==> src/rtl/keypad_pkg.sv <==
// Shared types, key codes and the matrix-position decoder for the keypad scanner.
package keypad_pkg;

  typedef logic [1:0] state_t;

  localparam state_t ST_SCAN       = 2'd0;
  localparam state_t ST_PRESS_DB   = 2'd1;
  localparam state_t ST_HELD       = 2'd2;
  localparam state_t ST_RELEASE_DB = 2'd3;

  localparam logic [3:0] KEY_PLUS  = 4'hA;
  localparam logic [3:0] KEY_MINUS = 4'hB;
  localparam logic [3:0] KEY_STAR  = 4'hE;
  localparam logic [3:0] KEY_HASH  = 4'hF;

  // Column 3 holds A..D; rows 0-2 of columns 0-2 are the digits 1..9 in reading order.
  function automatic logic [3:0] key_decode(input logic [1:0] row, input logic [1:0] col);
    logic [3:0] r4;
    logic [3:0] c4;
    r4 = {2'b00, row};
    c4 = {2'b00, col};
    if (col == 2'd3) return KEY_PLUS + r4;
    if (row == 2'd3) begin
      case (col)
        2'd0:    return KEY_STAR;
        2'd1:    return 4'h0;
        default: return KEY_HASH;
      endcase
    end
    return r4 * 4'd3 + c4 + 4'd1;
  endfunction

  function automatic logic is_digit(input logic [3:0] code);
    return code <= 4'd9;
  endfunction

endpackage

==> src/rtl/keypad_sync.sv <==
// Two-flop synchronizer for the asynchronous, active-low keypad row returns.
module keypad_sync (
  input  logic       clk,
  input  logic       reset,
  input  logic [3:0] d,
  output logic [3:0] q
);

  logic [3:0] meta;

  // Idle rows read high, so reset to the released level to avoid a phantom press.
  always_ff @(posedge clk) begin
    if (reset) begin
      meta <= 4'hF;
      q    <= 4'hF;
    end else begin
      meta <= d;
      q    <= meta;
    end
  end

endmodule

==> src/rtl/keypad_scanner.sv <==
// 4x4 matrix keypad scanner: column scan, press/release debounce, key decode, one-cycle strobes.
// Optional auto-repeat of digit keys is built when KEYPAD_AUTOREPEAT_EN is defined.
module keypad_scanner
  import keypad_pkg::*;
#(
  parameter int SCAN_DIV        = 16,
  parameter int DEBOUNCE_CYCLES = 1000,
  parameter int REPEAT_CYCLES   = 50000
) (
  input  logic       clk,
  input  logic       reset,
  input  logic [3:0] row_in,
  output logic [3:0] col_out,
  output logic [3:0] keypad_input,
  output logic       digit_valid,
  output logic       operator_input,
  output logic       equal_input,
  output logic       clear_req,
  output logic       key_held
);

  localparam int DWW = $clog2(SCAN_DIV);
  localparam int DBW = $clog2(DEBOUNCE_CYCLES + 1);
  localparam logic [DWW-1:0] DWELL_LAST = DWW'(SCAN_DIV - 1);
  localparam logic [DBW-1:0] DB_LAST    = DBW'(DEBOUNCE_CYCLES - 1);

  if (SCAN_DIV < 3 || DEBOUNCE_CYCLES < 1 || REPEAT_CYCLES < 1) begin : g_param_check
    $error("keypad_scanner: SCAN_DIV must be >= 3, DEBOUNCE_CYCLES and REPEAT_CYCLES >= 1");
  end

  state_t         state;
  logic [1:0]     col_idx;
  logic [1:0]     lat_row;
  logic [DWW-1:0] dwell_cnt;
  logic [DBW-1:0] db_cnt;
  logic [3:0]     row_sync;
  logic [1:0]     low_row;
  logic           row_any;
  logic           armed;
  logic [1:0]     clean_cols;
  logic [3:0]     new_code;

`ifdef KEYPAD_AUTOREPEAT_EN
  localparam int RPW = $clog2(REPEAT_CYCLES + 1);
  localparam logic [RPW-1:0] REP_LAST = RPW'(REPEAT_CYCLES - 1);
  logic [RPW-1:0] rep_cnt;
`endif

  keypad_sync u_sync (
    .clk   (clk),
    .reset (reset),
    .d     (row_in),
    .q     (row_sync)
  );

  // NOTE: every always_comb output gets a default first so no path can infer a latch.
  always_comb begin
    low_row = 2'd0;
    for (int r = 3; r >= 0; r--) begin
      if (!row_sync[r]) low_row = r[1:0];
    end
  end

  assign row_any  = ~&row_sync;
  assign col_out  = ~(4'b0001 << col_idx);
  assign new_code = key_decode(lat_row, col_idx);

  // After reset a key may still be down; a full sweep with no row low arms acceptance,
  // so such a key must be released and pressed again.
  always_ff @(posedge clk) begin
    if (reset) begin
      state          <= ST_SCAN;
      col_idx        <= 2'd0;
      lat_row        <= 2'd0;
      dwell_cnt      <= '0;
      db_cnt         <= '0;
      armed          <= 1'b0;
      clean_cols     <= 2'd0;
      keypad_input   <= 4'h0;
      digit_valid    <= 1'b0;
      operator_input <= 1'b0;
      equal_input    <= 1'b0;
      clear_req      <= 1'b0;
      key_held       <= 1'b0;
`ifdef KEYPAD_AUTOREPEAT_EN
      rep_cnt        <= '0;
`endif
    end else begin
      digit_valid    <= 1'b0;
      operator_input <= 1'b0;
      equal_input    <= 1'b0;
      clear_req      <= 1'b0;
      case (state)
        ST_SCAN: begin
          if (dwell_cnt == DWELL_LAST) begin
            dwell_cnt <= '0;
            if (row_any && armed) begin
              lat_row <= low_row;
              db_cnt  <= '0;
              state   <= ST_PRESS_DB;
            end else begin
              col_idx <= col_idx + 2'd1;
              if (!armed) begin
                if (row_any)                 clean_cols <= 2'd0;
                else if (clean_cols == 2'd3) armed      <= 1'b1;
                else                         clean_cols <= clean_cols + 2'd1;
              end
            end
          end else begin
            dwell_cnt <= dwell_cnt + 1'b1;
          end
        end
        ST_PRESS_DB: begin
          if (row_sync[lat_row]) begin
            db_cnt  <= '0;
            col_idx <= col_idx + 2'd1;
            state   <= ST_SCAN;
          end else if (db_cnt == DB_LAST) begin
            db_cnt         <= '0;
            keypad_input   <= new_code;
            digit_valid    <= is_digit(new_code);
            operator_input <= (new_code == KEY_PLUS) || (new_code == KEY_MINUS);
            equal_input    <= (new_code == KEY_HASH);
            clear_req      <= (new_code == KEY_STAR);
            key_held       <= 1'b1;
            state          <= ST_HELD;
`ifdef KEYPAD_AUTOREPEAT_EN
            rep_cnt        <= '0;
`endif
          end else begin
            db_cnt <= db_cnt + 1'b1;
          end
        end
        ST_HELD: begin
          if (row_sync[lat_row]) begin
            db_cnt <= '0;
            state  <= ST_RELEASE_DB;
          end
`ifdef KEYPAD_AUTOREPEAT_EN
          else if (is_digit(keypad_input)) begin
            if (rep_cnt == REP_LAST) begin
              rep_cnt     <= '0;
              digit_valid <= 1'b1;
            end else begin
              rep_cnt <= rep_cnt + 1'b1;
            end
          end
`endif
        end
        ST_RELEASE_DB: begin
          if (!row_sync[lat_row]) begin
            db_cnt <= '0;
            state  <= ST_HELD;
`ifdef KEYPAD_AUTOREPEAT_EN
            rep_cnt <= '0;
`endif
          end else if (db_cnt == DB_LAST) begin
            db_cnt   <= '0;
            key_held <= 1'b0;
            col_idx  <= col_idx + 2'd1;
            state    <= ST_SCAN;
          end else begin
            db_cnt <= db_cnt + 1'b1;
          end
        end
        default: state <= ST_SCAN;
      endcase
    end
  end

endmodule
==> config.mk <==
export PLATFORM = sky130hd
export DESIGN_NAME = keypad_scanner
export DESIGN_NICKNAME = d
export VERILOG_FILES = /design/src/rtl/keypad_pkg.sv /design/src/rtl/keypad_sync.sv /design/src/rtl/keypad_scanner.sv
export SDC_FILE = /design/constraint.sdc
export NUM_CORES = 1
export LEC_CHECK = 0
export ABC_AREA = 1
export CAP_MARGIN = 20
export CORE_ASPECT_RATIO = 0.9
export CORE_UTILIZATION = 55
export CTS_BUF_LIST = sky130_fd_sc_hd__clkbuf_4 sky130_fd_sc_hd__clkbuf_8
export DETAILED_ROUTE_END_ITERATION = 6
export GPL_TIMING_DRIVEN = 0
export PLACE_DENSITY = 0.78
export SLEW_MARGIN = 20
export SYNTH_ARGS = -nofsm -noshare
export SYNTH_HDL_FRONTEND = slang
export SYNTH_SLANG_ARGS = --single-unit
==> constraint.sdc <==
create_clock -name clk -period 3.9 [get_ports clk]
set_input_delay 0.39 -clock clk [delete_from_list [all_inputs] [get_ports clk]]
set_output_delay 0.39 -clock clk [all_outputs]
set_load 0.05 [all_outputs]
# After elaboration in Yosys (flattened, before gate mapping)
# Cells that the tools add are included.
[classes]
n_addsub = 7
n_div = 0
muxes = 46
order_cmp = 2
n_eq_ne = 25
multipliers = 1
shifts = 1
n_reduce_logical = 17
bitwise_logic = 6
[ops]
columns = ["cell", "count"]
rows = [
  ["two-way mux 10 bit", 6],
  ["one-hot mux 10 bit (4 select lines)", 1],
  ["two-way mux 2 bit", 18],
  ["equality test 4 bit, second input constant", 5],
  ["two-way mux 4 bit", 5],
  ["inequality test 2 bit, second input constant", 10],
  ["AND reduction 5 bit", 3],
  ["AND reduction 3 bit", 4],
  ["two-way mux 1 bit", 11],
  ["adder 10 x 1 -> 10 bit, second input constant", 1],
  ["equality test 10 bit, second input constant", 1],
  ["equality test 2 bit, second input constant", 5],
  ["adder 4 x 1 -> 4 bit, second input constant", 2],
  ["one-hot mux 2 bit (4 select lines)", 1],
  ["one-hot mux 4 bit (2 select lines)", 1],
  ["inequality test 3 bit, second input constant", 2],
  ["one-hot mux 2 bit (3 select lines)", 1],
  ["AND reduction 6 bit", 1],
  ["NOT 1 bit", 5],
  ["adder 2 x 1 -> 2 bit, second input constant", 2],
  ["adder 4 x 2 -> 4 bit", 1],
  ["adder 4 x 2 -> 4 bit, first input constant", 1],
  ["equality test 2 x 1 -> 1 bit, second input constant", 2],
  ["<= comparator 4 bit, second input constant", 1],
  ["other kinds (14)", 15],
]
[word_totals]
input_bits = 6
ramBits = 0
output_inout_bits = 13
mem_count = 0
elab_cells = 120
ff_bits = 40
romBits = 0
latch_bits = 0

# Depth between registers and ports, before layout
# Gate-level depths: netlist (run 1).
[logic_depth]
depth_word = 7
depth_mapped = 12
depth_no_buf = 12

# By module
# From an unflattened synthesis (run 1), not the netlist that was laid out.
[unflattened]
cells_unflattened = 311
hier_area_um2 = 2234.6
[by_module_without_submodules]
columns = ["module", "area_each_um2", "seq_area_each_um2", "n_inst", "cells_per_inst"]
rows = [
  ["keypad_scanner", 2010.7, 640.6, 1, 286],
  ["keypad_sync", 224.0, 160.2, 1, 25],
]

# Worst setup path after synthesis (run 1)
# No wires, ideal clock.
[synth_timing]
kind = "register -> register"
from = "register lat_row[0]"
to = "register digit_valid"
setup_slack_ns = 1.745
path_stages_with_launch = 8
arrival_ns = 2.041
path_buffers = 0
period_less_slack_ns = 2.155
setup_time_ns = 0.114
required_ns = 3.786
cell_sequence = "dfxtp_1 > fa_1 > fa_1 > xnor2_1 > o21ai_0 > o21ai_0 > a21oi_1 > nor2_1"
[synth_via]
elab_chain_len = 6
word_cells_on_any_way = 15
classes_between = "add/sub: 3; mul: 1; order compare: 1; eq/ne: 1; mux: 8; reduce/logical: 1"
[synth_rtl]
columns = ["item", "line", "text"]
rows = [
  ["start, declared", "keypad_scanner.sv:33", "logic [1:0] lat_row;"],
  ["start signal, assigned", "keypad_scanner.sv:98", "lat_row <= low_row;"],
  ["multiplier 2 x 2 -> 4 bit, or another cell as far along", "keypad_pkg.sv:30", "return r4 * 4'd3 + c4 + 4'd1;"],
  ["adder 4 x 2 -> 4 bit, or another cell as far along", "keypad_pkg.sv:30", ""],
  ["adder 4 x 1 -> 4 bit, or another cell as far along", "keypad_pkg.sv:30", ""],
  ["two-way mux 4 bit", "keypad_pkg.sv:30", ""],
  ["two-way mux 4 bit", "keypad_pkg.sv:23", "if (row == 2'd3) begin"],
  ["<= comparator 4 bit", "keypad_pkg.sv:34", "return code <= 4'd9;"],
  ["end signal, assigned", "keypad_scanner.sv:121", "digit_valid <= is_digit(new_code);"],
  ["end, declared", "keypad_scanner.sv:15", "output logic digit_valid,"],
]
# Parallel ways exist; a longest one is shown, timed or not. The select of a mux whose other input is x is not followed.
# A chain may end at the register's enable or synchronous reset.

# Worst setup path after layout (run 1)
[layout_timing]
from = "register col_idx[0]"
to = "output port col_out[0]"
[layout_via]
elab_chain_len = 2
[layout_rtl]
columns = ["item", "line", "text"]
rows = [
  ["start, declared", "keypad_scanner.sv:32", "logic [1:0] col_idx;"],
  ["start signal, assigned", "keypad_scanner.sv:102", "col_idx <= col_idx + 2'd1;"],
  ["start signal, assigned", "keypad_scanner.sv:116", "col_idx <= col_idx + 2'd1;"],
  ["start signal, assigned", "keypad_scanner.sv:160", "col_idx <= col_idx + 2'd1;"],
  ["left shift 1 x 2 -> 4 bit", "keypad_scanner.sv:65", "assign col_out = ~(4'b0001 << col_idx);"],
  ["NOT 4 bit", "keypad_scanner.sv:65", ""],
  ["end, declared", "keypad_scanner.sv:13", "output logic [3:0] col_out,"],
]
# No other way between the ends.

==> out/qor.txt, run 1 <==
H-Tree Depth -> 2
Crit Path Max Fanout -> 8
Core Rows -> 20
Antenna Cells -> 0
Total Neg Setup Slack -> 0 ps
CTS sink cnt -> 40
First-pass GRT wire length -> 6330 um
CTS max path bufs -> 2
I/O pins -> 19
Clock skew -> 7.58 ps
DRC -> 0
Register area share after synthesis -> 38.1%
Die area -> 0.00407 mm^2
Final nets -> 325
Leak -> 0.00106 uW
GRT Residual Overflow -> 0
Input/output buffers -> 18
Dpl cells -> 342
Total GRT Usage -> 20.7%
CTS-repair resized insts -> 0
TritonCTS Buffers -> 5
CP Capture Type -> primary output
Setup violations, final -> 0
Setup bufs post-CTS -> 0
Hold crit path type -> flip-flop to flip-flop
Hold depth -> 1
Die Ht -> 60.6 um
Critical Path AT -> 2010 ps
Area growth, synth to finish -> 15.4%
RSZ-0062 raised after global routing -> no
Tightest Pin Transition -> 491 ps
Yosys Warn Count -> 0
Share of layout cells above drive strength 1 -> 14.4%
Pwr dens -> 295 mW/mm^2
CP Launch Type -> flip-flop
Overall routed net length -> 3640 um
Post-layout util -> 69.2%
Final Hold Viols -> 0
Design Power -> 714 uW
Per-cell routed wire length -> 10.4 um
Initial antenna violation count -> 0
Cell variety after synth -> 32
Kind of critical path -> flip-flop to primary output
CTS tree -> built
DP HPWL -> 2830 um
DR pass1 iterations -> 4
Vias in the first global route -> 1,507
Reg clk slew, reported paths -> 70 ps
Peak Freq -> 0.416 GHz
Die X -> 67.1 um
Root Driver -> clkbuf_8
Seq cells post-synth -> 40
DRT iter0 DRCs -> 102
Tcrit/Tclk final -> 61.7%
Max-cap violations -> 0
Hold Buf Count CTS -> 0
Starting Density -> 60.0%
Max-slew violations -> 0
Status -> finished clean
Post-synth net total -> 300
Synth Cell Area -> 0.00210 mm^2
Gpl congestion -> 0.820
Routed via count -> 1,762
Required time worst endpoint -> 3510 ps
Worst reg2reg setup slack -> 1550 ps
Drt via density -> 5.03
Worst rel slew slack -> 67.0%
Syn Inst Count -> 280
Core area -> 0.00350 mm^2
Fin cells -> 350
Antenna-violating nets left -> 0
Clock latency on the worst-skew pair -> 300 ps
Worst Reg-to-Reg Cells -> 7
Maximum vdd drop -> 0.273 mV
Post-route minimum period -> 2400 ps
Pin count of the biggest net entering global routing -> 14
Avg Inst Size Synth -> 7.50 um^2
-- worst paths after layout --
kind,from,to
setup / recovery,col_idx[0]$_SDFFE_PP0P_,col_out[0]
hold / removal,u_sync.meta[2]$_SDFF_PP1_,u_sync.q[2]$_SDFF_PP1_
setup reg to reg,lat_row[0]$_SDFFE_PP0P_,digit_valid$_SDFF_PP0_
hold reg to reg,u_sync.meta[2]$_SDFF_PP1_,u_sync.q[2]$_SDFF_PP1_
-- where the power goes --
group          leakage [uW]  switching [uW]  internal (uW)  total [uW]
Sequential         0.000325            3.82            415         418
Clock             0.0000479             144            125         268
Combinational      0.000691            15.3           12.3        27.6
Total               0.00106             163            551         714
-- layout by cell type (no fill, tap or decap), drive strengths merged, types with 3 or more instances in the layout --
cell type	instances
inv	40
dfxtp	40
nor2	43
nand4	4
nand2	58
clkdlybuf4s50	18
clkbuf	6
ha	12
nand3	19
xor2	5
buf	3
o21ai	15
nor3	6
clkinv	3
a21oi	14
or2	9
-- sequential cells by signal, summed over array words and instances (netlist names), named ones only --
name,count
dwell_cnt,4
col_idx,2
state,1
clean_cols,2
operator_input,1
equal_input,1
u_sync.q,4
keypad_input,4
lat_row,2
db_cnt,10
key_held,1
digit_valid,1
armed,1
u_sync.meta,4
clear_req,1
-- synthesized netlist by cell type --
| library cell | count | share of area (%) |
|---|---|---|
| o211ai_1 | 1 | 0.36 |
| nor3_1 | 6 | 1.4 |
| nand3_2 | 4 | 1.9 |
| nand2_2 | 4 | 1.2 |
| or2_2 | 8 | 2.4 |
| or2_0 | 1 | 0.30 |
| clkbuf_1 | 1 | 0.18 |
| nand2_1 | 53 | 9.5 |
| o21ai_2 | 2 | 0.83 |
| nand2_4 | 1 | 0.54 |
| nand4_1 | 4 | 1.2 |
| xnor2_1 | 1 | 0.42 |
| buf_2 | 1 | 0.24 |
| nor2_2 | 4 | 1.2 |
| nand3b_1 | 1 | 0.36 |
| a311oi_1 | 1 | 0.42 |
| inv_2 | 5 | 0.89 |
| buf_6 | 2 | 1.1 |
| xor2_1 | 5 | 2.1 |
| nand3_1 | 15 | 3.6 |
| o21ai_0 | 13 | 3.1 |
| and3_1 | 1 | 0.30 |
| nor2_4 | 4 | 2.1 |
| inv_1 | 35 | 6.3 |
| a31o_2 | 1 | 0.42 |
| nor2_1 | 35 | 6.3 |
| a211oi_1 | 2 | 0.71 |
| a31oi_1 | 1 | 0.30 |
| dfxtp_1 | 40 | 38 |
| fa_1 | 2 | 1.9 |
| ha_1 | 12 | 7.1 |
| a21oi_1 | 14 | 3.3 |
-- layout make-up --
cell class	instances	area (um^2)
flip-flops and latches	40	801
repair buffers	18	180
clock inverters	3	18.8
well taps	44	55.1
fillers	306	1080
plain buffers	4	31.3
clock buffers	5	68.8
multi-input cells	196	1120
inverters	40	150
-- logic make-up after synthesis --
logic type | share of synthesized area [%]
XOR/XNOR | 2.50
AO/OA/AOI/OAI | 9.47
buffers and inverters | 8.64
flip-flops | 38.1
AND/OR/NAND/NOR | 32.2
adder cells (fa/ha/maj) | 9.05
-- worst max-delay path, cell delays in order (launching register included) --
cell and delay (ps):
dfxtp_1 510, inv_1 140, ha_1 230, inv_1 50, clkdlybuf4s50_1 790
-- per-layer routing --
metal | track usage, % | wire length (um) | vias to the layer above
met2 | 32.7 | 1610 | 31
met1 | 27.7 | 1850 | 782
met4 | 7.29 | 59 | 0
li1 | - | - | 942
met5 | 0 | 0 | -
met3 | 5.08 | 122 | 7
-- metrics by stage --
stage | setup WS, ps | hold WS (ps) | instance area [um^2]
3_5_place_dp | 1560 | 395 | 2340
3_3_place_gp | 1580 | 391 | 2340
2_1_floorplan | 1750 | 389 | 2100
4_1_cts | 1470 | 414 | 2420
6_report | 1500 | 412 | 2420
5_1_grt | 1340 | 426 | 2420
Power figures use the tool's default switching activity.
==> run 2: changes to the inputs <==
==> constraint.sdc (replaced) <==
create_clock -name clk -period 2.32 [get_ports clk]
set_input_delay 0.232 -clock clk [delete_from_list [all_inputs] [get_ports clk]]
set_output_delay 0.232 -clock clk [all_outputs]
set_load 0.05 [all_outputs]
==> run 2 against run 1 <==
Wire length grew 0.14%. Clock power increased by 68%. Worst setup slack got worse by 1300 ps. Clock skew hardly changed. Utilization is 0.11 points higher. Register-to-register slack worse by 1400 ps. Clock-buffer cell count stayed put. Hold slack about the same. Global-route usage unchanged. Combinational power up 68%. Critical path depth up 3. Critical path type is now flip-flop to flip-flop. Critical endpoint is now digit_valid$_SDFF_PP0_. Highest routed layer unchanged.
==> out/qor.txt, run 2 (same netlist as run 1, synthesis figures left out) <==
Status -> finished clean
Clock skew -> 7.45 ps (-0.136 ps)
Most frequent cells in the layout -> nand2_1 (53), dfxtp_1 (37), inv_1 (35), nor2_1 (35), clkdlybuf4s50_1 (18)
Root Driver -> clkbuf_8
Top reg by flops -> db_cnt
Final worst slack -> 185 ps (-1310 ps)
Final Hold Viols -> 0 (unchanged)
Input/output buffers -> 18 (unchanged)
Fillers -> 305 (-0.33%)
First-pass GRT wire length -> 6330 um (unchanged)
Pre-CTS WS -> -19.6 ps (-1580 ps)
Area growth, synth to finish -> 15.5%
Max-slew violations -> 0 (unchanged)
I/O pins -> 19 (unchanged)
Crit path max-delay cell type -> fa_1
Overall routed net length -> 3640 um (+0.14%)
Share of layout cells above drive strength 1 -> 15.4% (+0.98 points)
Crit-path leading delay family -> adder cells
Setup crit end -> digit_valid$_SDFF_PP0_
Setup violations, final -> 0 (unchanged)
Initial antenna violation count -> 0 (unchanged)
FF+latch area -> 805 um^2 (+0.47%)
Crit Path Max Fanout -> 8 (unchanged)
H-Tree Depth -> 2 (unchanged)
DR pass1 iterations -> 4 (unchanged)
Gpl congestion -> 0.820 (unchanged)
Commonest non-fill, non-tap cell in the layout -> nand2_1
Reg clk slew, reported paths -> 70 ps (about the same)
Leak -> 0.00107 uW (+0.19%)
Setup crit start -> lat_row[0]$_SDFFE_PP0P_
Pwr dens -> 495 mW/mm^2 (+68%)
Starting Density -> 60.0% (unchanged)
Hold crit path type -> flip-flop to flip-flop
Per-cell routed wire length -> 10.4 um (+0.14%)
Vias in the first global route -> 1,507 (unchanged)
DP HPWL -> 2830 um (unchanged)
Die Ht -> 60.6 um (unchanged)
Die area -> 0.00407 mm^2 (unchanged)
Reg2reg end -> digit_valid$_SDFF_PP0_
Max-cap violations -> 0 (unchanged)
DRC -> 0 (unchanged)
Core Rows -> 20 (unchanged)
Drt via density -> 5.03 (-0.11%)
Clock latency on the worst-skew pair -> 300 ps (about the same)
Worst rel slew slack -> 66.7% (-0.34 points)
CTS max path bufs -> 2 (unchanged)
Core area -> 0.00350 mm^2 (unchanged)
Kind of critical path -> flip-flop to flip-flop
Total GRT Usage -> 20.7% (unchanged)
CP bufs+invs -> 0 (-3)
TritonCTS Buffers -> 5 (unchanged)
CP Launch Type -> flip-flop
Maximum vdd drop -> 0.459 mV (+68%)
CP Capture Type -> flip-flop
Worst path max stage delay -> 490 ps (-300 ps)
Post-route minimum period -> 2130 ps
Tightest Pin Transition -> 496 ps (+5.01 ps)
DRT iter0 DRCs -> 102 (unchanged)
Critical-path cell list -> fa_1 -> fa_1 -> xnor2_1 -> o21ai_1 -> o21ai_0 -> a21oi_1 -> nor2_1
Critical Path AT -> 2320 ps (+310 ps)
Routed via count -> 1,760 (-0.11%)
Design Power -> 1200 uW (+68%)
Hold Buf Count CTS -> 0 (unchanged)
Die X -> 67.1 um (unchanged)
CTS tree -> built
Peak Freq -> 0.468 GHz
Area occupied by multi-input gates -> 0.00112 mm^2 (unchanged)
Total Neg Setup Slack -> 0 ps (unchanged)
Pin count of the biggest net entering global routing -> 14 (unchanged)
Largest register FFs -> 10 (unchanged)
Worst reg2reg setup slack -> 190 ps (-1360 ps)
Final nets -> 325 (unchanged)
Cell count along the critical path -> 7 (+3)
Post-layout util -> 69.3% (+0.11 points)
Antenna-violating nets left -> 0 (unchanged)
Final hold slack -> 412 ps (-0.0280 ps)
Crit-path most repeated cell -> fa_1
CTS sink cnt -> 40 (unchanged)
RSZ-0062 raised after global routing -> no
GRT Residual Overflow -> 0 (unchanged)
Worst Reg-to-Reg Cells -> 7 (unchanged)
Antenna Cells -> 0 (unchanged)
FF-to-FF Start -> lat_row[0]$_SDFFE_PP0P_
Required time worst endpoint -> 2510 ps (-1000 ps)
Tcrit/Tclk final -> 92.0%
Setup bufs post-CTS -> 0 (unchanged)
==> run 2: metrics by stage <==
step	cell area, um^2	cells
2_1_floorplan	2100	280
3_3_place_gp	2340	342
3_5_place_dp	2340	342
4_1_cts	2420	350
5_1_grt	2430	350
6_report	2430	350
==> run 2: how the worst min path moves through the flow <==
| stage | slack [ps] | endpoint | depth (start not counted) | start |
|---|---|---|---|---|
| 4_1_cts | 410 | u_sync.q[2]$_SDFF_PP1_ | 1 | u_sync.meta[2]$_SDFF_PP1_ |
| 2_1_floorplan | 340 | u_sync.meta[0]$_SDFF_PP1_ | 1 | row_in[0] |
| 3_5_place_dp | 390 | u_sync.q[2]$_SDFF_PP1_ | 1 | u_sync.meta[2]$_SDFF_PP1_ |
| 6_report | 410 | u_sync.q[2]$_SDFF_PP1_ | 1 | u_sync.meta[2]$_SDFF_PP1_ |
| 3_3_place_gp | 390 | u_sync.q[3]$_SDFF_PP1_ | 1 | u_sync.meta[3]$_SDFF_PP1_ |
| 5_1_grt | 430 | u_sync.q[3]$_SDFF_PP1_ | 1 | u_sync.meta[3]$_SDFF_PP1_ |
==> run 2: per-layer routing <==
layer	up-vias	routed length [um]	GRT usage (%)
li1	942	-	-
met1	780	1850	27.7
met2	31	1610	32.7
met3	7	122	5.08
met4	0	59	7.29
met5	-	0	0
==> run 2: worst reg2reg max path, cell delays in order (launching register included) <==
cell	delay, ps
dfxtp_2	430
fa_1	490
fa_1	420
xnor2_1	130
o21ai_1	180
o21ai_0	180
a21oi_1	160
nor2_1	50
==> run 2: repair_timing <==
| action | in CTS | in global routing |
|---|---|---|
| endpoints found under the hold margin | 0 | 0 |
| gates resized for setup | 1 | 3 |
| endpoints found under the setup margin | 1 | 8 |
==> run 2: cell type report <==
class,instances,share of cell area (%)
plain buffers,4,1.29
clock buffers,5,2.84
clock inverters,3,0.773
inverters,40,6.19
multi-input cells,196,46.1
flip-flops and latches,40,33.1
well taps,44,2.27
repair buffers,18,7.42
==> run 2: where the power goes <==
part	leakage [uW]	total, uW	switching, uW	internal (uW)
sequential	0.000326	703	6.44	697
clock	0.0000479	451	242	209
combinational	0.000691	46.4	25.7	20.7
